===== src/rtl/stopwatch_ctrl_if.sv =====
`default_nettype none
// ============================================================================
//  Module      : stopwatch_ctrl_if
//  Description : Button inputs and timer-control outputs of the stopwatch
//                controller. The lap-capture signals exist only when
//                STOPWATCH_CTRL_LAP_EN is defined.
//  Revision    : 1.0 - initial release
// ============================================================================
interface stopwatch_ctrl_if #(
    parameter int DATA_WIDTH = 16
);
    logic btn_ss;
    logic btn_clr;
    logic start;
    logic stop;
    logic clear;
    logic running;
`ifdef STOPWATCH_CTRL_LAP_EN
    logic                  btn_lap;
    logic [DATA_WIDTH-1:0] count_in;
    logic [DATA_WIDTH-1:0] lap_count;
    logic                  lap_valid;

    modport master (
        output btn_ss, btn_clr, btn_lap, count_in,
        input  start, stop, clear, running, lap_count, lap_valid
    );
    modport slave (
        input  btn_ss, btn_clr, btn_lap, count_in,
        output start, stop, clear, running, lap_count, lap_valid
    );
`else
    modport master (
        output btn_ss, btn_clr,
        input  start, stop, clear, running
    );
    modport slave (
        input  btn_ss, btn_clr,
        output start, stop, clear, running
    );
`endif
endinterface
`default_nettype wire


===== src/rtl/stopwatch_ctrl.sv =====
`default_nettype none
// ============================================================================
//  Module      : stopwatch_ctrl
//  Description : Start/stop/clear controller for a stopwatch timer. Raw
//                buttons are synchronised and debounced, press events drive
//                an IDLE/RUN/PAUSE FSM that emits registered control pulses.
//                Define STOPWATCH_CTRL_LAP_EN to add the lap-capture button.
//  Revision    : 1.0 - initial release
// ============================================================================
module stopwatch_ctrl #(
    parameter int DB_CYCLES  = 4,
    parameter int DATA_WIDTH = 16
) (
    input wire              clk,
    input wire              reset,
    stopwatch_ctrl_if.slave bus
);

    localparam int CW = $clog2(DB_CYCLES + 1);
    localparam logic [CW-1:0] CNT_LAST = CW'(DB_CYCLES - 1);

    localparam int BTN_SS  = 0;
    localparam int BTN_CLR = 1;
`ifdef STOPWATCH_CTRL_LAP_EN
    localparam int BTN_LAP = 2;
    localparam int NB      = 3;
`else
    localparam int NB      = 2;
`endif

    logic [NB-1:0] w_raw;
    logic [NB-1:0] w_press;

    assign w_raw[BTN_SS]  = bus.btn_ss;
    assign w_raw[BTN_CLR] = bus.btn_clr;
`ifdef STOPWATCH_CTRL_LAP_EN
    assign w_raw[BTN_LAP] = bus.btn_lap;
`endif

    // ------------------------------------------------------------------
    // Per-button synchroniser + debouncer + rising-edge detector
    // ------------------------------------------------------------------
    for (genvar i = 0; i < NB; i++) begin : g_btn
        logic          r_sync_a;
        logic          r_sync_b;
        logic          r_level;
        logic          r_level_q;
        logic [CW-1:0] r_cnt;

        // Level flips once the synchronised input has disagreed with it for
        // DB_CYCLES consecutive samples; any agreeing sample restarts the count.
        always_ff @(posedge clk or negedge reset) begin
            if (!reset) begin
                r_sync_a  <= 1'b0;
                r_sync_b  <= 1'b0;
                r_level   <= 1'b0;
                r_level_q <= 1'b0;
                r_cnt     <= '0;
            end else begin
                r_sync_a  <= w_raw[i];
                r_sync_b  <= r_sync_a;
                r_level_q <= r_level;
                if (r_sync_b == r_level) begin
                    r_cnt <= '0;
                end else if (r_cnt == CNT_LAST) begin
                    r_level <= ~r_level;
                    r_cnt   <= '0;
                end else begin
                    r_cnt <= r_cnt + 1'b1;
                end
            end
        end

        // Only presses produce events; releases are ignored.
        assign w_press[i] = r_level & ~r_level_q;
    end

    // ------------------------------------------------------------------
    // Control FSM
    // ------------------------------------------------------------------
    typedef enum logic [1:0] {
        ST_IDLE  = 2'd0,
        ST_RUN   = 2'd1,
        ST_PAUSE = 2'd2
    } state_t;

    state_t r_state;
    state_t w_state_nxt;
    logic   w_start_nxt;
    logic   w_stop_nxt;
    logic   w_clear_nxt;
    logic   r_start;
    logic   r_stop;
    logic   r_clear;
    logic   r_running;

    // Next state and pulse decode; clear takes priority over start/stop.
    always_comb begin
        w_state_nxt = r_state;
        w_start_nxt = 1'b0;
        w_stop_nxt  = 1'b0;
        w_clear_nxt = 1'b0;
        if (w_press[BTN_CLR]) begin
            w_state_nxt = ST_IDLE;
            w_clear_nxt = 1'b1;
            w_stop_nxt  = (r_state == ST_RUN);
        end else if (w_press[BTN_SS]) begin
            if (r_state == ST_RUN) begin
                w_state_nxt = ST_PAUSE;
                w_stop_nxt  = 1'b1;
            end else begin
                w_state_nxt = ST_RUN;
                w_start_nxt = 1'b1;
            end
        end
    end

    // State register and registered control outputs.
    always_ff @(posedge clk or negedge reset) begin
        if (!reset) begin
            r_state   <= ST_IDLE;
            r_start   <= 1'b0;
            r_stop    <= 1'b0;
            r_clear   <= 1'b0;
            r_running <= 1'b0;
        end else begin
            r_state   <= w_state_nxt;
            r_start   <= w_start_nxt;
            r_stop    <= w_stop_nxt;
            r_clear   <= w_clear_nxt;
            r_running <= (w_state_nxt == ST_RUN);
        end
    end

    assign bus.start   = r_start;
    assign bus.stop    = r_stop;
    assign bus.clear   = r_clear;
    assign bus.running = r_running;

`ifdef STOPWATCH_CTRL_LAP_EN
    // ------------------------------------------------------------------
    // Lap capture
    // ------------------------------------------------------------------
    logic [DATA_WIDTH-1:0] r_lap_count;
    logic                  r_lap_valid;

    // Capture the live count on a lap press while running; clear zeroes it.
    always_ff @(posedge clk or negedge reset) begin
        if (!reset) begin
            r_lap_count <= '0;
            r_lap_valid <= 1'b0;
        end else if (w_press[BTN_CLR]) begin
            r_lap_count <= '0;
            r_lap_valid <= 1'b0;
        end else if (w_press[BTN_LAP] && (r_state == ST_RUN)) begin
            r_lap_count <= bus.count_in;
            r_lap_valid <= 1'b1;
        end else begin
            r_lap_valid <= 1'b0;
        end
    end

    assign bus.lap_count = r_lap_count;
    assign bus.lap_valid = r_lap_valid;
`endif

endmodule
`default_nettype wire

===== src/flat_wrapper.sv =====
// flat-port wrapper written by rule: the top's interface ports become plain ports
module stopwatch_ctrl_flat 
#(
    parameter int DB_CYCLES  = 4,
    parameter int DATA_WIDTH = 16
)
  (clk, reset, bus_btn_ss, bus_btn_clr, bus_start, bus_stop, bus_clear, bus_running);
  stopwatch_ctrl_if #(.DATA_WIDTH(DATA_WIDTH)) bus_i ();
  input wire clk;
  input wire reset;
  input wire logic [$bits(bus_i.btn_ss)-1:0] bus_btn_ss;
  input wire logic [$bits(bus_i.btn_clr)-1:0] bus_btn_clr;
  output wire logic [$bits(bus_i.start)-1:0] bus_start;
  output wire logic [$bits(bus_i.stop)-1:0] bus_stop;
  output wire logic [$bits(bus_i.clear)-1:0] bus_clear;
  output wire logic [$bits(bus_i.running)-1:0] bus_running;
  assign bus_i.btn_ss = bus_btn_ss;
  assign bus_i.btn_clr = bus_btn_clr;
  assign bus_start = bus_i.start;
  assign bus_stop = bus_i.stop;
  assign bus_clear = bus_i.clear;
  assign bus_running = bus_i.running;
  stopwatch_ctrl #(.DB_CYCLES(DB_CYCLES), .DATA_WIDTH(DATA_WIDTH)) u_core (.clk(clk), .reset(reset), .bus(bus_i));
endmodule

===== config.mk =====
export PLATFORM = sky130hd
export DESIGN_NAME = stopwatch_ctrl_flat
export DESIGN_NICKNAME = d
export VERILOG_FILES = /design/src/rtl/stopwatch_ctrl_if.sv /design/src/rtl/stopwatch_ctrl.sv /design/src/flat_wrapper.sv
export SDC_FILE = /design/constraint.sdc
export NUM_CORES = 1
export LEC_CHECK = 0
export BUFFER_PORTS_ARGS = -buffer_cell sky130_fd_sc_hd__buf_2
export CORE_MARGIN = 2
export CORE_UTILIZATION = 40
export CTS_CLUSTER_SIZE = 28
export DETAILED_ROUTE_END_ITERATION = 10
export PLACE_DENSITY = 0.56
export SLEW_MARGIN = 20
export SYNTH_ARGS = -nofsm -noshare
export SYNTH_HDL_FRONTEND = slang
export SYNTH_SLANG_ARGS = --single-unit

===== constraint.sdc =====
create_clock -name clk -period 1.76 [get_ports clk]
set_clock_uncertainty 0.2 [all_clocks]
set_input_delay 0.352 -clock clk [delete_from_list [all_inputs] [get_ports clk]]
set_output_delay 0.352 -clock clk [all_outputs]
set_load 0.005 [all_outputs]

==> flow_metrics.py <==
metrics = {
    "run_status": {
        "status": "finished clean",
    },
    "yosys": {
        "syn-instance-count": 51,
        "synthArstFlopShare": 1.00,
        "synthesis.nets": 57,
        "synth_edf_count": 0,
        "synth.largest_area_cell": "dfrtp_1",
        "synth.distinct_cells": 20,
        "yosys-top-cells-area": "dfrtp_1, ha_1, nor2b_1, nor3_2, nor2_1",
        "yosysSeqAreaShare": 0.690,
        "synth_area_um2": 726,
        "synth_warnings": 0,
        "synth_top_area_share": 0.690,
        "synth-seq-cells": 20,
        "synthFlopType": "dfrtp_1",
        "synth_area_per_cell_um2": 14.2,
    },
    "timing": {
        "worstMarginPinSlew_ns": 0.445,
        "rsz0062_at_grt": "no",
        "setup_viol": 0,
        "setup_tns_ns": 0,
        "drv_slew": 0,
        "worst_slack_ns": 0.360,
        "max_freq_ghz": 0.715,
        "period_needed_ns": 1.40,
        "finalHoldViolations": 0,
        "relSlewSlack": 0.703,
        "finalCritPeriodShare": 0.795,
    },
    "clock_tree": {
        "clock_latency_ns": 0.28,
        "cts_resized": 0,
        "clock_path_buffers": 2,
        "cts_max_level": 1,
        "postCtsSetupBuffers": 0,
        "cts.sink_count": 20,
        "ctsHoldBuffers": 3,
        "path_clk_slew_ns": 0.10,
        "cts_tree": "built",
        "cts_buffers": 3,
        "clock-root-buffer": "clkbuf_4",
    },
    "die": {
        "io_pins": 8,
        "start_util": 0.425,
        "die_w_um": 46.6,
        "die-area_um2": 2170,
        "die_h_um": 46.6,
        "rows": 15,
        "coreArea_um2": 1710,
    },
    "placement": {
        "dp.cells": 82,
        "numPortBuffers": 7,
        "dp_slack_ns": 0.379,
        "place_congestion": 0.715,
        "postPlaceCellArea_um2": 787,
    },
    "layout": {
        "nFillCells": 153,
        "syn_to_final_growth_pct": 15.7,
        "final_area_um2": 840,
        "multiInputGateArea_um2": 220,
        "fin_cells": 88,
        "layout.nets": 71,
        "fin_util": 0.492,
        "register_area_um2": 500,
        "layout-drive-gt1-share": 0.286,
        "final_cell_mix": "dfrtp_1, buf_2, nor2_1",
        "final_common_cell": "dfrtp_1",
        "num_antenna_cells": 0,
    },
    "worst_setup_path": {
        "critPathLaunch": "u_core.g_btn[0].r_cnt[0]",
        "startpoint_type": "flop",
        "worst-setup-path-type": "reg -> reg",
        "cp.required_ns": 1.74,
        "worstPathMaxFanout": 2,
        "r2r-start": "u_core.g_btn[0].r_cnt[0]",
        "crit_arrival_ns": 1.38,
        "r2r_end": "u_core.g_btn[0].r_level",
        "endpoint_kind": "flop",
        "crit_end": "u_core.g_btn[0].r_level",
        "reg2reg_slack_ns": 0.36,
        "rr_worst_depth": 3,
    },
    "route": {
        "wirelength_um": 849,
        "detail_route.wl_per_cell_um": 9.65,
        "vias_per_cell": 4.36,
        "drt_iter0_drc": 2,
        "vias": 384,
        "drc_errors": 0,
        "ant_nets": 0,
        "drt-pass1-iter-count": 2,
    },
    "power": {
        "p_per_area_nw_per_um2": 1490,
        "ir_worst_vdd_v": 0.000616,
        "leakage_uw": 0.000396,
    },
    "min_path": {
        "hp-class": "reg -> reg",
    },
    "grt": {
        "track_usage": 0.102,
        "grt_max_degree": 21,
        "grt_pass1_wl_mm": 1.48,
        "grt_pass1_vias": 365,
        "overflow": 0,
        "antenna_found_initial": 0,
    },
    "run": {
        "cap_violations": 0,
    },
}
==> layout make-up <==
cell class | instances | area share
sequential | 20 | 0.596
multi-input combinational | 30 | 0.262
timing repair buffer | 10 | 0.0775
tap | 25 | 0.0373
clock buffer | 3 | 0.0268
==> synthesized netlist by cell type (2+ instances only) <==
library cell / instances
dfrtp_1: 20
ha_1: 2
nand2_1: 2
nand2b_1: 2
nor2_1: 5
nor2b_1: 4
nor3_2: 2
xnor2_1: 2
==> stage by stage <==
stage	total power [uW]	hold WS, ns
final	1250	0.157
after global routing	1370	0.167
after CTS	1280	0.162
after detailed placement	1070	0.119
after global placement	1060	0.118
after floorplan	969	-0.144
==> how the worst min path moves through the flow <==
stage / start / end / slack [ns] / cells past startpoint
after floorplan: reset / u_core.bus.clear / -0.14 / 0
after global placement: reset / u_core.bus.clear / 0.12 / 1
after detailed placement: reset / u_core.bus.clear / 0.12 / 1
after CTS: u_core.g_btn[1].r_sync_a / u_core.g_btn[1].r_sync_b / 0.16 / 0
after global routing: u_core.g_btn[0].r_sync_a / u_core.g_btn[0].r_sync_b / 0.17 / 0
final: u_core.g_btn[1].r_sync_a / u_core.g_btn[1].r_sync_b / 0.16 / 0
==> sequential cells by signal, indices dropped and copies added (netlist names) <==
name	count
u_core.r_state	2
u_core.g_btn.r_sync_a	2
u_core.bus.clear	1
u_core.g_btn.r_cnt	6
u_core.g_btn.r_level_q	2
u_core.bus.start	1
u_core.bus.stop	1
u_core.g_btn.r_level	2
u_core.bus.running	1
u_core.g_btn.r_sync_b	2
==> critical path, cell delays in order, from the launching register on <==
cell	delay, ns
dfrtp_1	0.41
ha_1	0.22
nor2b_2	0.17
mux2_1	0.30
==> kinds of logic (layout without fill, tap and decap cells) <==
family / count (synthesis) / in the layout / synth area share
AO/OA/AOI/OAI: 2 / 2 / 0.0190
adder cells (fa/ha/maj): 2 / 2 / 0.0345
XOR/XNOR: 2 / 2 / 0.0241
buffers and inverters: 1 / 13 / 0.00689
flip-flops: 20 / 20 / 0.690
multiplexers: 2 / 2 / 0.0310
AND/OR/NAND/NOR: 22 / 22 / 0.195
==> per-layer routing <==
metal / vias up / share of wire / track usage
li1: 193 / - / -
met1: 181 / 0.47 / 0.121
met2: 8 / 0.48 / 0.161
met3: 2 / 0.046 / 0.0353
met4: 0 / 0.0047 / 0.0514
met5: - / 0 / 0
==> power breakdown <==
| part | internal, uW | leakage (uW) | total [uW] | switching, uW |
|---|---|---|---|---|
| clock network | 79.4 | 0.0000138 | 199 | 120 |
| logic | 188 | 0.000130 | 370 | 181 |
| registers | 608 | 0.000252 | 680 | 71.6 |
| total | 876 | 0.000396 | 1250 | 373 |
No activity file was read; power rests on OpenSTA's default activity.
